**src/rtl/spi_slave.sv**
```systemverilog
// SPI responder oversampled by the system clock: all four CPOL/CPHA modes,
// MSB-first words, back-to-back words under one chip select, valid/ready local side.
module spi_slave #(
    parameter int DATA_WIDTH  = 8,
    parameter int SYNC_STAGES = 2
) (
    input  logic                  clk,
    input  logic                  srst_n,
    input  logic [1:0]            mode,
    input  logic                  sck,
    input  logic                  cs,
    input  logic                  mosi,
    output logic                  miso,
    output logic                  miso_oe,
    input  logic [DATA_WIDTH-1:0] tx_data,
    input  logic                  tx_valid,
    output logic                  tx_ready,
    output logic [DATA_WIDTH-1:0] rx_data,
    output logic                  rx_valid,
    output logic                  tx_underrun,
    output logic                  frame_err,
    output logic                  busy
);

    localparam int CW = $clog2(DATA_WIDTH + 1);

    typedef enum logic [1:0] {IDLE, LOAD, SHIFT, DONE} state_t;

    state_t state, next_state;

    logic [SYNC_STAGES-1:0] sck_sync, cs_sync, mosi_sync;
    logic sck_s, cs_s, mosi_s;
    logic sck_p, rise_q, fall_q, mosi_q, cs_q;
    logic [1:0] mode_q;
    logic lead_evt, trail_evt, sample_evt, shift_evt;

    logic [DATA_WIDTH-1:0] hold_data, tx_sr, rx_sr;
    logic                  hold_full, und_pend, copy;
    logic [CW-1:0]         cnt;

    assign sck_s  = sck_sync[SYNC_STAGES-1];
    assign cs_s   = cs_sync[SYNC_STAGES-1];
    assign mosi_s = mosi_sync[SYNC_STAGES-1];

    // cs synchronizer resets to deselected so reset release cannot look like a cs fall.
    // NOTE: sequential state uses non-blocking (<=) so every flop samples pre-edge values.
    always_ff @(posedge clk or negedge srst_n) begin
        if (!srst_n) begin
            sck_sync  <= '0;
            cs_sync   <= '1;
            mosi_sync <= '0;
            sck_p     <= 1'b0;
            rise_q    <= 1'b0;
            fall_q    <= 1'b0;
            mosi_q    <= 1'b0;
            cs_q      <= 1'b1;
        end else begin
            sck_sync  <= {sck_sync[SYNC_STAGES-2:0], sck};
            cs_sync   <= {cs_sync[SYNC_STAGES-2:0], cs};
            mosi_sync <= {mosi_sync[SYNC_STAGES-2:0], mosi};
            sck_p     <= sck_s;
            rise_q    <= sck_s & ~sck_p;
            fall_q    <= ~sck_s & sck_p;
            mosi_q    <= mosi_s;
            cs_q      <= cs_s;
        end
    end

    assign lead_evt   = mode_q[1] ? fall_q : rise_q;
    assign trail_evt  = mode_q[1] ? rise_q : fall_q;
    assign sample_evt = mode_q[0] ? trail_evt : lead_evt;
    assign shift_evt  = mode_q[0] ? lead_evt : trail_evt;

    always_ff @(posedge clk or negedge srst_n) begin
        if (!srst_n) state <= IDLE;
        else         state <= next_state;
    end

    // NOTE: next_state gets a default first so no path through the case infers a latch.
    always_comb begin
        next_state = state;
        case (state)
            IDLE:  if (!cs_q) next_state = LOAD;
            LOAD:  next_state = SHIFT;
            SHIFT: begin
                if (cs_q)
                    next_state = IDLE;
                else if (sample_evt && cnt == CW'(DATA_WIDTH - 1))
                    next_state = DONE;
            end
            DONE:  next_state = cs_q ? IDLE : SHIFT;
            default: next_state = IDLE;
        endcase
    end

    // A reload in DONE only counts as underrun once the next word really starts,
    // i.e. at its first sample edge; a clean cs exit right after DONE is not an underrun.
    always_comb begin
        busy        = (state != IDLE);
        miso_oe     = (state != IDLE);
        rx_valid    = (state == DONE);
        frame_err   = (state == SHIFT) && cs_q && (cnt != '0);
        tx_underrun = ((state == LOAD) && !hold_full) ||
                      ((state == SHIFT) && !cs_q && und_pend && sample_evt && (cnt == '0));
    end

    assign tx_ready = ~hold_full;
    assign copy     = (state == LOAD) || ((state == DONE) && !cs_q);

    // The copy sees the old holding contents; a same-cycle load needs tx_ready already high.
    always_ff @(posedge clk or negedge srst_n) begin
        if (!srst_n) begin
            hold_full <= 1'b0;
            hold_data <= '0;
        end else begin
            if (copy)
                hold_full <= 1'b0;
            if (tx_valid && !hold_full) begin
                hold_full <= 1'b1;
                hold_data <= tx_data;
            end
        end
    end

    always_ff @(posedge clk or negedge srst_n) begin
        if (!srst_n) begin
            mode_q   <= 2'b00;
            tx_sr    <= '0;
            rx_sr    <= '0;
            cnt      <= '0;
            miso     <= 1'b0;
            und_pend <= 1'b0;
            rx_data  <= '0;
        end else begin
            case (state)
                IDLE: begin
                    mode_q   <= mode;
                    miso     <= 1'b0;
                    cnt      <= '0;
                    und_pend <= 1'b0;
                end
                LOAD, DONE: begin
                    cnt <= '0;
                    if (copy) begin
                        tx_sr    <= hold_full ? hold_data : '0;
                        miso     <= hold_full ? hold_data[DATA_WIDTH-1] : 1'b0;
                        rx_sr    <= '0;
                        und_pend <= (state == DONE) && !hold_full;
                    end
                end
                SHIFT: begin
                    if (!cs_q) begin
                        if (sample_evt) begin
                            rx_sr <= {rx_sr[DATA_WIDTH-2:0], mosi_q};
                            cnt   <= cnt + CW'(1);
                            if (cnt == CW'(DATA_WIDTH - 1))
                                rx_data <= {rx_sr[DATA_WIDTH-2:0], mosi_q};
                            if (cnt == '0)
                                und_pend <= 1'b0;
                        end
                        // cnt==0 marks either the pre-loaded MSB (CPHA=1) or the edge after the last sample.
                        if (shift_evt && cnt != '0) begin
                            tx_sr <= {tx_sr[DATA_WIDTH-2:0], 1'b0};
                            miso  <= tx_sr[DATA_WIDTH-2];
                        end
                    end
                end
                default: ;
            endcase
        end
    end

endmodule

```
**config.mk**
```make
export PLATFORM = sky130hd
export DESIGN_NAME = spi_slave
export DESIGN_NICKNAME = d
export VERILOG_FILES = /design/src/rtl/spi_slave.sv
export SDC_FILE = /design/constraint.sdc
export NUM_CORES = 1
export LEC_CHECK = 0
export ABC_AREA = 1
export BUFFER_PORTS_ARGS = -buffer_cell sky130_fd_sc_hd__buf_2
export CAP_MARGIN = 20
export CELL_PAD_IN_SITES_DETAIL_PLACEMENT = 1
export CELL_PAD_IN_SITES_GLOBAL_PLACEMENT = 2
export CORE_MARGIN = 2
export CORE_UTILIZATION = 32
export DETAILED_ROUTE_END_ITERATION = 10
export PLACE_DENSITY = 0.85
export REMOVE_ABC_BUFFERS = 1
export SETUP_SLACK_MARGIN = 0.02
export SLEW_MARGIN = 20
export SYNTH_ARGS = -nofsm -noshare
export SYNTH_HDL_FRONTEND = slang
export SYNTH_SLANG_ARGS = --single-unit
```
**constraint.sdc**
```tcl
create_clock -name clk -period 1.3 [get_ports clk]
set_input_delay 0.13 -clock clk [delete_from_list [all_inputs] [get_ports clk]]
set_output_delay 0.13 -clock clk [all_outputs]
set_load 0.005 [all_outputs]
```
# == Word-level counts from Yosys, hierarchy flattened ==
# Cells that the tools add are included.
# totals
out_inout_bits,15
reg_bits,52
elab_cells,100
in_bits,16
# classes
eq_ne,11
n_addsub,1
n_reduce_logical,31
bitwise_logic,6
muxes,33
# ops
op,n
7-bit two-way mux,7
7-bit case mux with 2 select lines,2
4-bit AND reduction,4
1-bit two-way mux,14
1-bit logical AND,12
2-bit two-way mux,4
4-bit two-way mux,2
"2-bit inequality test, second input constant",4
2-bit case mux with 4 select lines,1
4-bit case mux with 2 select lines,1
1-bit case mux with 3 select lines,2
2-bit nonzero test,3
"4-bit by 1-bit adder with 4-bit output, second input constant",1
"2-bit equality test, second input constant",2
"4-bit by 3-bit equality test with 1-bit output, second input constant",1
4-bit zero test,1
"2-bit by 1-bit inequality test with 1-bit output, second input constant",2
1-bit NOT,4
2-bit AND reduction,2
4-bit nonzero test,1
"3-bit inequality test, second input constant",1
3-bit AND reduction,1
3-bit OR reduction,1
1-bit AND,2
other kinds (5),7

# == Logic depth before layout (Yosys ltp) ==
# Gate-level depths: netlist (run 1).
# depth
word_depth,6
ltp_mapped,9
depth_no_buf,8

# == Worst setup path before layout (run 1) ==
# No wires, ideal clock.
# synth_timing
path_kind,register to register
start,register cnt[0]
end,register tx_sr[0]
arrival_ns,1.172
synth_period_minus_slack_ns,1.289
required_ns,1.183
setup_time_ns,0.117
stages_incl_launch_ff,9
setup_slack_ns,0.011
path_buffers,0
cell_sequence,dfrtp_1 inv_1 ha_1 nand2_1 nand3_1 nand2_2 nand2_1 nand2_1 nand2_1
# synth_between
elab_chain_len,4
# synth_lines
item,line,rtl
from (decl),39,logic [CW-1:0] cnt;
from (signal assigned),155,cnt <= cnt + CW'(1);
4-bit nonzero test,162,if (shift_evt && cnt != '0) begin
1-bit logical AND,162,
2-bit by 1-bit inequality test with 1-bit output (no source line),n/a,
4-bit AND reduction (no source line),n/a,
to (signal assigned),145,tx_sr <= hold_full ? hold_data : '0;
to (signal assigned),163,"tx_sr <= {tx_sr[DATA_WIDTH-2:0], 1'b0};"
to (decl),37,"logic [DATA_WIDTH-1:0] hold_data, tx_sr, rx_sr;"
# Every way passes these cells.
# A chain may end at the register's enable or synchronous reset.

# == Worst setup path after layout (run 1) ==
# layout_timing
start,register mode_q[1]
end,output tx_underrun
# layout_between
elab_chain_len,5
word_cells_on_any_way,6
cone_classes,mux (3); reduce/logical (3)
# layout_lines
item,line,rtl
from (decl),34,logic [1:0] mode_q;
from (signal assigned),137,mode_q <= mode;
1-bit two-way mux (on tied branches),"69, 70",
1-bit two-way mux *,71,assign sample_evt = mode_q[0] ? trail_evt : lead_evt;
1-bit logical AND * (2 in series),104,((state == SHIFT) && !cs_q && und_pend && sample_evt && (cnt == '0));
1-bit logical OR *,103,tx_underrun = ((state == LOAD) && !hold_full) ||
to (decl),20,"output logic tx_underrun,"
# Mark *: on every way between the ends. The rest lies on a longest branch, timed or not.

==> results of run 1 <==
[critical path, cell delays in order (launching register included)]
cell and delay (ps):
dfrtp_1 410, inv_2 80, nand2_1 90, nand3_2 100, nand2_4 90, o32ai_2 130, buf_2 150
[layer usage]
metal | track usage (%) | up-vias | wire length (µm) | share of wire [%]
met5 | 0 | - | 0 | 0
met4 | 3.26 | 0 | 34 | 0.63
met3 | 3.60 | 4 | 151 | 2.8
met2 | 25.6 | 28 | 2710 | 50
met1 | 19.2 | 904 | 2490 | 46
li1 | - | 922 | - | -
[flip-flops by register name, indices dropped and copies added, names as in the netlist]
name       count
cnt            4
cs_q           1
cs_sync        2
fall_q         1
hold_data      8
hold_full      1
miso           1
mode_q         2
mosi_q         1
mosi_sync      2
rise_q         1
rx_data        8
rx_sr          7
sck_p          1
sck_sync       2
state          2
tx_sr          7
und_pend       1
[power breakdown]
group	internal, µW	switching, µW	leakage [µW]
Combinational	1350	1730	0.000880
Clock	630	541	0.0000614
Sequential	2010	287	0.000661
[per-stage QoR]
step	setup slack, ps	utilization (%)	instances
final	-196	45.3	409
after global routing	-278	45.3	409
after CTS	-225	43.0	403
after detailed placement	-72.9	38.8	384
after global placement	-11.3	38.8	384
after floorplan	-67.8	-	237
[final timing paths]
check                        startpoint  depth (start not counted)          end  slack [ps]
setup / recovery              mode_q[1]                          6  tx_underrun        -200
setup reg to reg                 cnt[0]                          8   rx_data[2]        -130
hold / removal                  mode[0]                          3    mode_q[0]          30
hold reg to reg            mosi_sync[1]                          0       mosi_q         350
max in group asynchronous        srst_n                          3     state[1]         660
min in group asynchronous        srst_n                          3       cnt[3]         330
[cell usage in the layout, fill, tap and decap left out, types with 2 or more instances in the layout]
cell and n:
a21oi_1 5, buf_2 29, buf_4 25, buf_6 8, clkbuf_8 6, dfrtp_1 48, dfstp_2 3, dlygate4sd3_1 4
inv_1 7, inv_2 7, mux2_2 5, nand2_1 73, nand2_2 9, nand2_4 8, nand2_8 2, nand3_1 20
nand3_2 3, nand3_4 2, nand4_1 9, nor2_1 9, nor2_4 3, o21ai_0 4, o21ai_2 7, or2_2 2
[area by class of cell]
cell class              instances  area [µm²]  area share, %
inverters                      16        67.6           2.16
flip-flops and latches         52        1310           41.8
clock buffers                   6        82.6           2.64
repair buffers                 67         483           15.4
multi-input cells             170        1030           32.9
clock inverters                 2        38.8           1.24
well taps                      96         120           3.84
[kinds of logic (layout without fill, tap and decap cells)]
logic type | Yosys count | count (layout)
DFF | 52 | 52
adders and majority gates | 2 | 2
xor gates and xnor gates | 1 | 1
AOI/OAI and AO/OA | 20 | 20
and+or+nand+nor | 141 | 142
buffers and inverters | 24 | 91
muxes | 5 | 5
[timing repair]
item | 4_1_cts | 5_1_grt
endpoints found under the setup margin | 28 | 41
pin swaps | 6 | 4
hold buffers | 4 | 0
buffers inserted | 7 | 4
gates resized for setup | 22 | 24
hold endpoints to repair | 52 | 0
gates cloned | 0 | 2
==> impl_metrics.ini, run 1 <==
[run_status]
status = finished, violations left
violations = negative setup slack

[setup_path]
cp_max_fo = 4
start_kind = register
cp.arrival_ps = 1370
path_class = reg2out
end_kind = output pin
worstPathRequired_ps = 1170

[clock_tree]
htreeDepth = 2
clock-root-buffer = clkbuf_8
clkLatencyLatePin_ps = 310
cts_tree = done
clk_pin_slew_ps = 90
clk_path_buf_depth = 2
numCtsBuffers = 5
cts.sinks = 52

[placed_design]
dp_hpwl_mm = 3.73
dpl_cell_area_um2 = 2680
gp_congestion = 0.778
portBuffers = 30

[floorplanning]
io_pins = 31
core_area_um2 = 6910
chipHeight_um = 89.0
fp.dieArea_um2 = 7920
num_rows = 30
die_x_um = 89.0
initial_core_util_pct = 33.5

[global_routing]
first_global_vias = 1945
antenna_found_initial = 0
grt_max_degree = 29
grt_usage_pct = 14.9
grt-ovfl-total = 0
grt_pass1_wl_mm = 9.14

[detailed_routing]
ant_nets = 0
drc = 0
wl_per_cell_um = 13.2
dr.first_iter.drc_count = 68
dr.pass1.iters = 4
vias_per_cell = 4.54
vias = 1858
finalWirelength_mm = 5.39

[sta]
fin_crit_sh_pct = 115
period_needed_ps = 1500
drv_slew = 0
fmax_ghz = 0.668
relSlewSlack_pct = 75.6
hold_viol = 0
hold_ws_ps = 34.7
setup_slack_ps = -196
final-setup-viol-count = 28
clock-skew-final_ps = 9.01
rsz0062_at_grt = yes
fin_setup_tns_ps = -2510
tightest_slew_ps = 366

[synth]
synth_top_family_by_area = simple AND/OR/NAND/NOR gates
synth_enable_flop_cells = 0
synth_xor_area_share_pct = 0.379
synth_common_cells = 83 x nand2_1, 49 x dfrtp_1, 24 x nand3_1
synthArstFlopShare_pct = 100
synth.area.top_cells = dfrtp_1 53%, nand2_1 13%, nand3_1 5.2%, dfstp_2 3.4%, o21ai_2 2.7%
yosys.area_share.simple_pct = 28.1
synth_mux_area_share_pct = 2.44
synth_top_area_share_pct = 53.0
synthAdderAreaFrac_pct = 1.08
synth_area_leader_cell = dfrtp_1
ys_ff_latch = 52
yosysWarnings = 0
yosysMostFrequentCell = nand2_1
synth_compound_area_share_pct = 6.22
syn_inst = 245
ys_seq_area_share_pct = 56.4
ys.flop_type = dfrtp_1
avgSynthCellArea_um2 = 9.44
synth_area_um2 = 2310
synth_cell_types = 27

[flow_run]
drv_cap = 0

[power]
p_total_uw = 6550
p_per_area_nw_per_um2 = 2090
power.leakage_uw = 0.00160
irDropWorstVdd_v = 0.000940

[min_path]
worstHoldPathType = in2reg

[cells_and_area]
area_growth_pct = 35.3
nFillCells = 824
nets = 330
layout-drive-gt1-share_pct = 41.2
diodes = 0
postLayoutCellArea_um2 = 3130
(Power assumes the default switching activity.)
==> run 2, diff against run 1 <==
--- a/config.mk
+++ b/config.mk
@@ -5,15 +5,14 @@
 export SDC_FILE = /design/constraint.sdc
 export NUM_CORES = 1
 export LEC_CHECK = 0
-export ABC_AREA = 1
 export BUFFER_PORTS_ARGS = -buffer_cell sky130_fd_sc_hd__buf_2
 export CAP_MARGIN = 20
 export CELL_PAD_IN_SITES_DETAIL_PLACEMENT = 1
 export CELL_PAD_IN_SITES_GLOBAL_PLACEMENT = 2
 export CORE_MARGIN = 2
-export CORE_UTILIZATION = 32
+export CORE_UTILIZATION = 34
 export DETAILED_ROUTE_END_ITERATION = 10
-export PLACE_DENSITY = 0.85
+export PLACE_DENSITY = 0.74
 export REMOVE_ABC_BUFFERS = 1
 export SETUP_SLACK_MARGIN = 0.02
 export SLEW_MARGIN = 20
==> run 2 against run 1 <==
Compared with the run above:
- the run still ends with negative setup slack left
- setup slack worse by 270 ps
- final area increased by 9.3%
- fmax is 15% lower
- critical path depth is the same
- hold slack improved by 8.2 ps
- via count is 5.2% higher
- synthesized area increased by 4.7%
- non-clock buffer count grew 14
- wire length up 20%
- core utilization is 4.8 points higher
- global-route usage grew 2.1 points
==> impl_metrics.ini, run 2 <==
[synth]
yosys.area_share.simple_pct = 17.1
synth_common_cells = 49 x dfrtp_1, 23 x nand2_1, 15 x nand3_1
ys.flop_type = dfrtp_1
synth.area.top_cells = dfrtp_1 51%, mux2_2 5.1%, mux2_1 3.7%, nand2_1 3.6%, mux2i_1 3.3%
yosysWarnings = 0
synth_top_area_share_pct = 50.7
synth_area_leader_cell = dfrtp_1
synth_area_um2 = 2420
yosysMostFrequentCell = dfrtp_1
synth_compound_area_share_pct = 8.69
ys_ff_latch = 52
synth_mux_area_share_pct = 13.7
syn_inst = 219
synthArstFlopShare_pct = 100
synth_cell_types = 44
synth_enable_flop_cells = 0
synth_xor_area_share_pct = 1.50
avgSynthCellArea_um2 = 11.0
synthAdderAreaFrac_pct = 1.03
ys_seq_area_share_pct = 53.9
synth_top_family_by_area = simple AND/OR/NAND/NOR gates

[clock_tree]
clkLatencyLatePin_ps = 320
htreeDepth = 2
numCtsBuffers = 5
cts.sinks = 52
cts_tree = done
clk_path_buf_depth = 2
clk_pin_slew_ps = 110
clock-root-buffer = clkbuf_8

[placed_design]
portBuffers = 30
gp_congestion = 0.779
dp_hpwl_mm = 4.20
place_inst = 370

[sta]
fmax_ghz = 0.566
final-setup-viol-count = 36
relSlewSlack_pct = 77.1
drv_slew = 0
setup_slack_ps = -468
hold_viol = 0
clock-skew-final_ps = 12.7
rsz0062_at_grt = yes
tightest_slew_ps = 344
period_needed_ps = 1770
fin_crit_sh_pct = 136

[min_path]
worstHoldPathType = in2reg
hold_start = tx_data[0]
min_to = hold_data[0]
min_path_cells = 2

[setup_path]
cp_slowest_cell = dfrtp_2
worstPathRequired_ps = 1170
crit_chain = xnor2_4 -> mux2i_4 -> buf_6 -> nand4_1 -> o21ai_1 -> buf_2
end_kind = output pin
cp.arrival_ps = 1640
max_stage_delay_ps = 460
crit_family = flip-flops
ff2ff_setup_slack_ps = -410
start_kind = register
r2r_start = mode_q[0]
timing.rr.end = rx_sr[0]
crit_buf_inv = 2
cp_max_fo = 2
rr_worst_depth = 6
path_class = reg2out

[floorplanning]
initial_core_util_pct = 35.4
io_pins = 31
fp.dieArea_um2 = 7810
chipHeight_um = 88.4
num_rows = 30
core_area_um2 = 6830
die_x_um = 88.4

[cells_and_area]
layout_common_cells = 46 x dfrtp_1, 31 x buf_4, 27 x buf_2
seqCellArea_um2 = 1310
area_growth_pct = 41.3
nFillCells = 770
layout-drive-gt1-share_pct = 44.3
instances_no_fill = 394
layout_commonest_cell = dfrtp_1
diodes = 0
multi_input_area_um2 = 1180
nets = 315
reg.largest.list = hold_data x8, rx_data x8

[flow_run]
drv_cap = 0

[detailed_routing]
dr.pass1.iters = 4
drc = 0
dr.first_iter.drc_count = 90
vias_per_cell = 4.96
vias = 1954
finalWirelength_mm = 6.45
ant_nets = 0
wl_per_cell_um = 16.4

[power]
irDropWorstVdd_v = 0.00108
power.leakage_uw = 0.00158
p_total_uw = 7020
p_per_area_nw_per_um2 = 2050

[global_routing]
grt_max_degree = 53
grt_usage_pct = 17.1
grt_pass1_wl_mm = 10.2
first_global_vias = 2129
antenna_found_initial = 0
grt-ovfl-total = 0

[run_status]
status = finished, violations left
violations = negative setup slack
## run 2: cells by family (layout without fill, tap and decap cells)
kind of cell    Yosys count  in the layout
simple gates             80             80
flops                    52             52
compound gates           30             30
mux                      29             29
buf+inv                  24            103
fa+ha+maj                 2              2
xor+xnor                  2              2
## run 2: cell type report
type	instances	share of cell area (%)
timing repair buffer	81	19.1
tap	96	3.51
inverter	14	1.54
clock buffer	5	2.01
multi-input combinational	143	34.6
sequential	52	38.3
clock inverter	3	0.988
## run 2: how the worst max path moves through the flow
stage	startpoint	end	slack (ps)	cells past startpoint
2_1_floorplan	cnt[0]	tx_sr[5]	-420	6
3_3_place_gp	mode_q[1]	rx_sr[1]	-340	5
3_5_place_dp	mode_q[1]	rx_sr[0]	-440	5
4_1_cts	mode_q[0]	tx_underrun	-480	6
5_1_grt	mode_q[0]	tx_underrun	-530	6
6_report	mode_q[0]	tx_underrun	-470	6
## run 2: per-layer routing
layer	GRT usage [%]	share of wire (%)	up-vias
met5	0	0	-
met1	21.7	45	990
met4	7.16	1.9	0
li1	-	-	918
met3	3.26	3.0	10
met2	28.6	50	36
## run 2: what timing repair did
item                                    in CTS  in global routing
resized for setup                           27                 36
hold buffers                                 4                  0
endpoints found under the setup margin      42                 44
cloned                                       1                  0
buffers inserted                            10                  6
pin swaps                                    9                  8
endpoints found under the hold margin       52                  0
## run 2: worst register-to-register path, stage by stage, from the launching register on
cell     delay, ps
dfrtp_2        460
xnor2_4        220
buf_4          170
mux2i_4        270
a21o_1         190
buf_12         140
mux2i_1        200
## run 2: stage by stage
stage | setup TNS [ps] | worst slack, ps | instance area (µm²) | hold slack, ps | utilization, %
2_1_floorplan | -10170 | -420 | 2370 | -166 | -
3_3_place_gp | -8240 | -343 | 2930 | 152 | 42.9
3_5_place_dp | -9620 | -440 | 2930 | 150 | 42.9
4_1_cts | -10530 | -478 | 3270 | 34.4 | 47.9
5_1_grt | -12370 | -527 | 3420 | 34.4 | 50.1
6_report | -10630 | -468 | 3420 | 42.9 | 50.1
## run 2: where the power goes
| group | leakage, µW | switching, µW | total (µW) | internal, µW |
|---|---|---|---|---|
| clock network | 0.0000515 | 614 | 1020 | 407 |
| logic | 0.000897 | 1720 | 3720 | 2010 |
| registers | 0.000633 | 285 | 2280 | 1990 |
==> run 3, diff against run 2 <==
--- a/config.mk
+++ b/config.mk
@@ -5,12 +5,14 @@
 export SDC_FILE = /design/constraint.sdc
 export NUM_CORES = 1
 export LEC_CHECK = 0
+export ABC_AREA = 1
 export BUFFER_PORTS_ARGS = -buffer_cell sky130_fd_sc_hd__buf_2
 export CAP_MARGIN = 20
 export CELL_PAD_IN_SITES_DETAIL_PLACEMENT = 1
 export CELL_PAD_IN_SITES_GLOBAL_PLACEMENT = 2
+export CORE_ASPECT_RATIO = 1.1
 export CORE_MARGIN = 2
-export CORE_UTILIZATION = 34
+export CORE_UTILIZATION = 32
 export DETAILED_ROUTE_END_ITERATION = 10
 export PLACE_DENSITY = 0.74
 export REMOVE_ABC_BUFFERS = 1
==> run 3 against run 2 <==
Compared with the run above:
- the flow still finishes with violations (negative setup slack)
- total power shrank 11%
- hold slack lost 11 ps
- sequential share of layout area grew 4.1 points
- global-route usage shrank 2.6 points
- critical path type unchanged
- critical endpoint unchanged
- highest routed layer unchanged
==> impl_metrics.ini, run 3 (synthesis gave the netlist of run 1 again) <==
[cells_and_area]
layout_commonest_cell = nand2_1
reg.largest.list = hold_data x8, rx_data x8
layout-drive-gt1-share_pct = 42.6
nFillCells = 815
diodes = 0
area_growth_pct = 33.3
postLayoutCellArea_um2 = 3080
nets = 329
layout_common_cells = 72 x nand2_1, 48 x dfrtp_1, 30 x buf_2

[setup_path]
worstPathRequired_ps = 1170
path_class = reg2out
cp_max_fo = 3
cp.arrival_ps = 1390
cp_slowest_cell = dfrtp_1
rr_worst_depth = 8
crit_chain = inv_2 -> nand2_4 -> nor2_4 -> nand3_2 -> o32ai_2 -> buf_2
start_kind = register
max_stage_delay_ps = 420
end_kind = output pin

[clock_tree]
htreeDepth = 2
cts.sinks = 52
clkLatencyLatePin_ps = 310
numCtsBuffers = 5
cts_tree = done
clk_path_buf_depth = 2
clk_pin_slew_ps = 100
clock-root-buffer = clkbuf_8

[sta]
fmax_ghz = 0.659
tightest_slew_ps = 285
relSlewSlack_pct = 81.0
clock-skew-final_ps = 9.42
drv_slew = 0
period_needed_ps = 1520
hold_viol = 0
final-setup-viol-count = 28
setup_slack_ps = -217
rsz0062_at_grt = yes
fin_crit_sh_pct = 117

[placed_design]
pre_cts_slack_ps = -130
dp_hpwl_mm = 3.45
dpl_cell_area_um2 = 2650
gp_congestion = 0.754
portBuffers = 30

[min_path]
min_path_cells = 3
worstHoldPathType = in2reg

[global_routing]
antenna_found_initial = 0
grt_usage_pct = 14.5
grt_max_degree = 53
grt-ovfl-total = 0
grt_pass1_wl_mm = 9.14
first_global_vias = 1908

[floorplanning]
die_x_um = 85.1
core_area_um2 = 7010
fp.dieArea_um2 = 7920
chipHeight_um = 93.2
initial_core_util_pct = 33.0
num_rows = 32
io_pins = 31

[detailed_routing]
dr.first_iter.drc_count = 74
finalWirelength_mm = 5.24
vias_per_cell = 4.58
drc = 0
vias = 1819
ant_nets = 0
dr.pass1.iters = 4
wl_per_cell_um = 13.2

[power]
p_seq_share_pct = 36.7
p_sw_share_pct = 40.9
power.leakage_uw = 0.00156
p_per_area_nw_per_um2 = 2020
p_switching_uw = 2540
p_int_uw = 3680
combPwrFrac_pct = 48.0
power_frac_clock_pct = 15.4
irDropWorstVdd_v = 0.000767
p_total_uw = 6220

[flow_run]
drv_cap = 0

[run_status]
status = finished, violations left
violations = negative setup slack
[run 3: changes by cell type in the layout (fill, tap and decap cells not counted), moves of 5 or more]
| cell | change |
|---|---|
| nand2_1 | +49 |
| nand2_2 | +12 |
| mux2_4 | -10 |
| buf_6 | -8 |
| nand4_1 | +8 |
| nor2b_1 | -8 |
| buf_4 | -7 |
| mux2i_1 | -7 |
| nand2_4 | +7 |
| a222oi_1 | -6 |
| nand3b_1 | -6 |
| o21ai_2 | +6 |
| nand2b_1 | -5 |
[run 3: power by group through the flow]
stage / logic, µW / clock network (µW) / registers, µW
finish: 2980 / 957 / 2280
global route: 3310 / 1080 / 2330
CTS: 2600 / 1020 / 2280
detailed placement: 2170 / 0 / 2310
global placement: 2110 / 0 / 2300
floorplan: 1340 / 0 / 2270
[run 3: path summary, 6_finish.rpt]
path | from | end | slack, ps
worst max-delay path | state[0] | tx_underrun | -220
max in group asynchronous | srst_n | cs_sync[1] | 650
min in group asynchronous | srst_n | cnt[2] | 350
worst min-delay path | mode[0] | mode_q[0] | 30
worst min register to register | mosi_sync[0] | mosi_sync[1] | 350
worst max register to register | cnt[1] | rx_data[1] | -110
[run 3: timing repair]
action | 4_1_cts | 5_1_grt
setup buffers | 9 | 7
gates resized for setup | 23 | 26
endpoints found under the hold margin | 52 | 0
cloned | 1 | 0
hold buffers | 4 | 0
endpoints found under the setup margin | 19 | 35
pin swaps | 6 | 5
[run 3: stage by stage]
step	std cells	setup TNS (ps)	utilization, %	hold slack [ps]
global placement	369	-433	37.8	147
detailed placement	369	-806	37.8	147
finish	397	-1860	44.0	31.7
global route	397	-3980	44.0	21.5
CTS	391	-1750	41.8	19.6
floorplan	237	-446	-	-166
[run 3: layer usage]
layer  wire length, µm  vias up  GRT usage (%)
li1                  -      924              -
met2              2550       26           24.0
met4                59        0           3.97
met1              2500      865           19.4
met3               132        4           2.65
met5                 0        -              0
[run 3: area by class of cell]
| type | instances | area [µm²] | area share (%) |
|---|---|---|---|
| Timing Repair Buffer | 66 | 469 | 15.2 |
| Multi-Input combinational cell | 170 | 1040 | 33.9 |
| Tap cell | 85 | 106 | 3.45 |
| Inverter | 16 | 65.1 | 2.11 |
| Clock buffer | 5 | 68.8 | 2.23 |
| Clock inverter | 3 | 21.3 | 0.690 |
| Sequential cell | 52 | 1310 | 42.4 |
[run 3: worst max-delay path: cells and delay by family (launching register included)]
family,cells,cell delay (ps)
flops,1,420
buf+inv,2,250
simple gates,3,280
compound gates,1,120
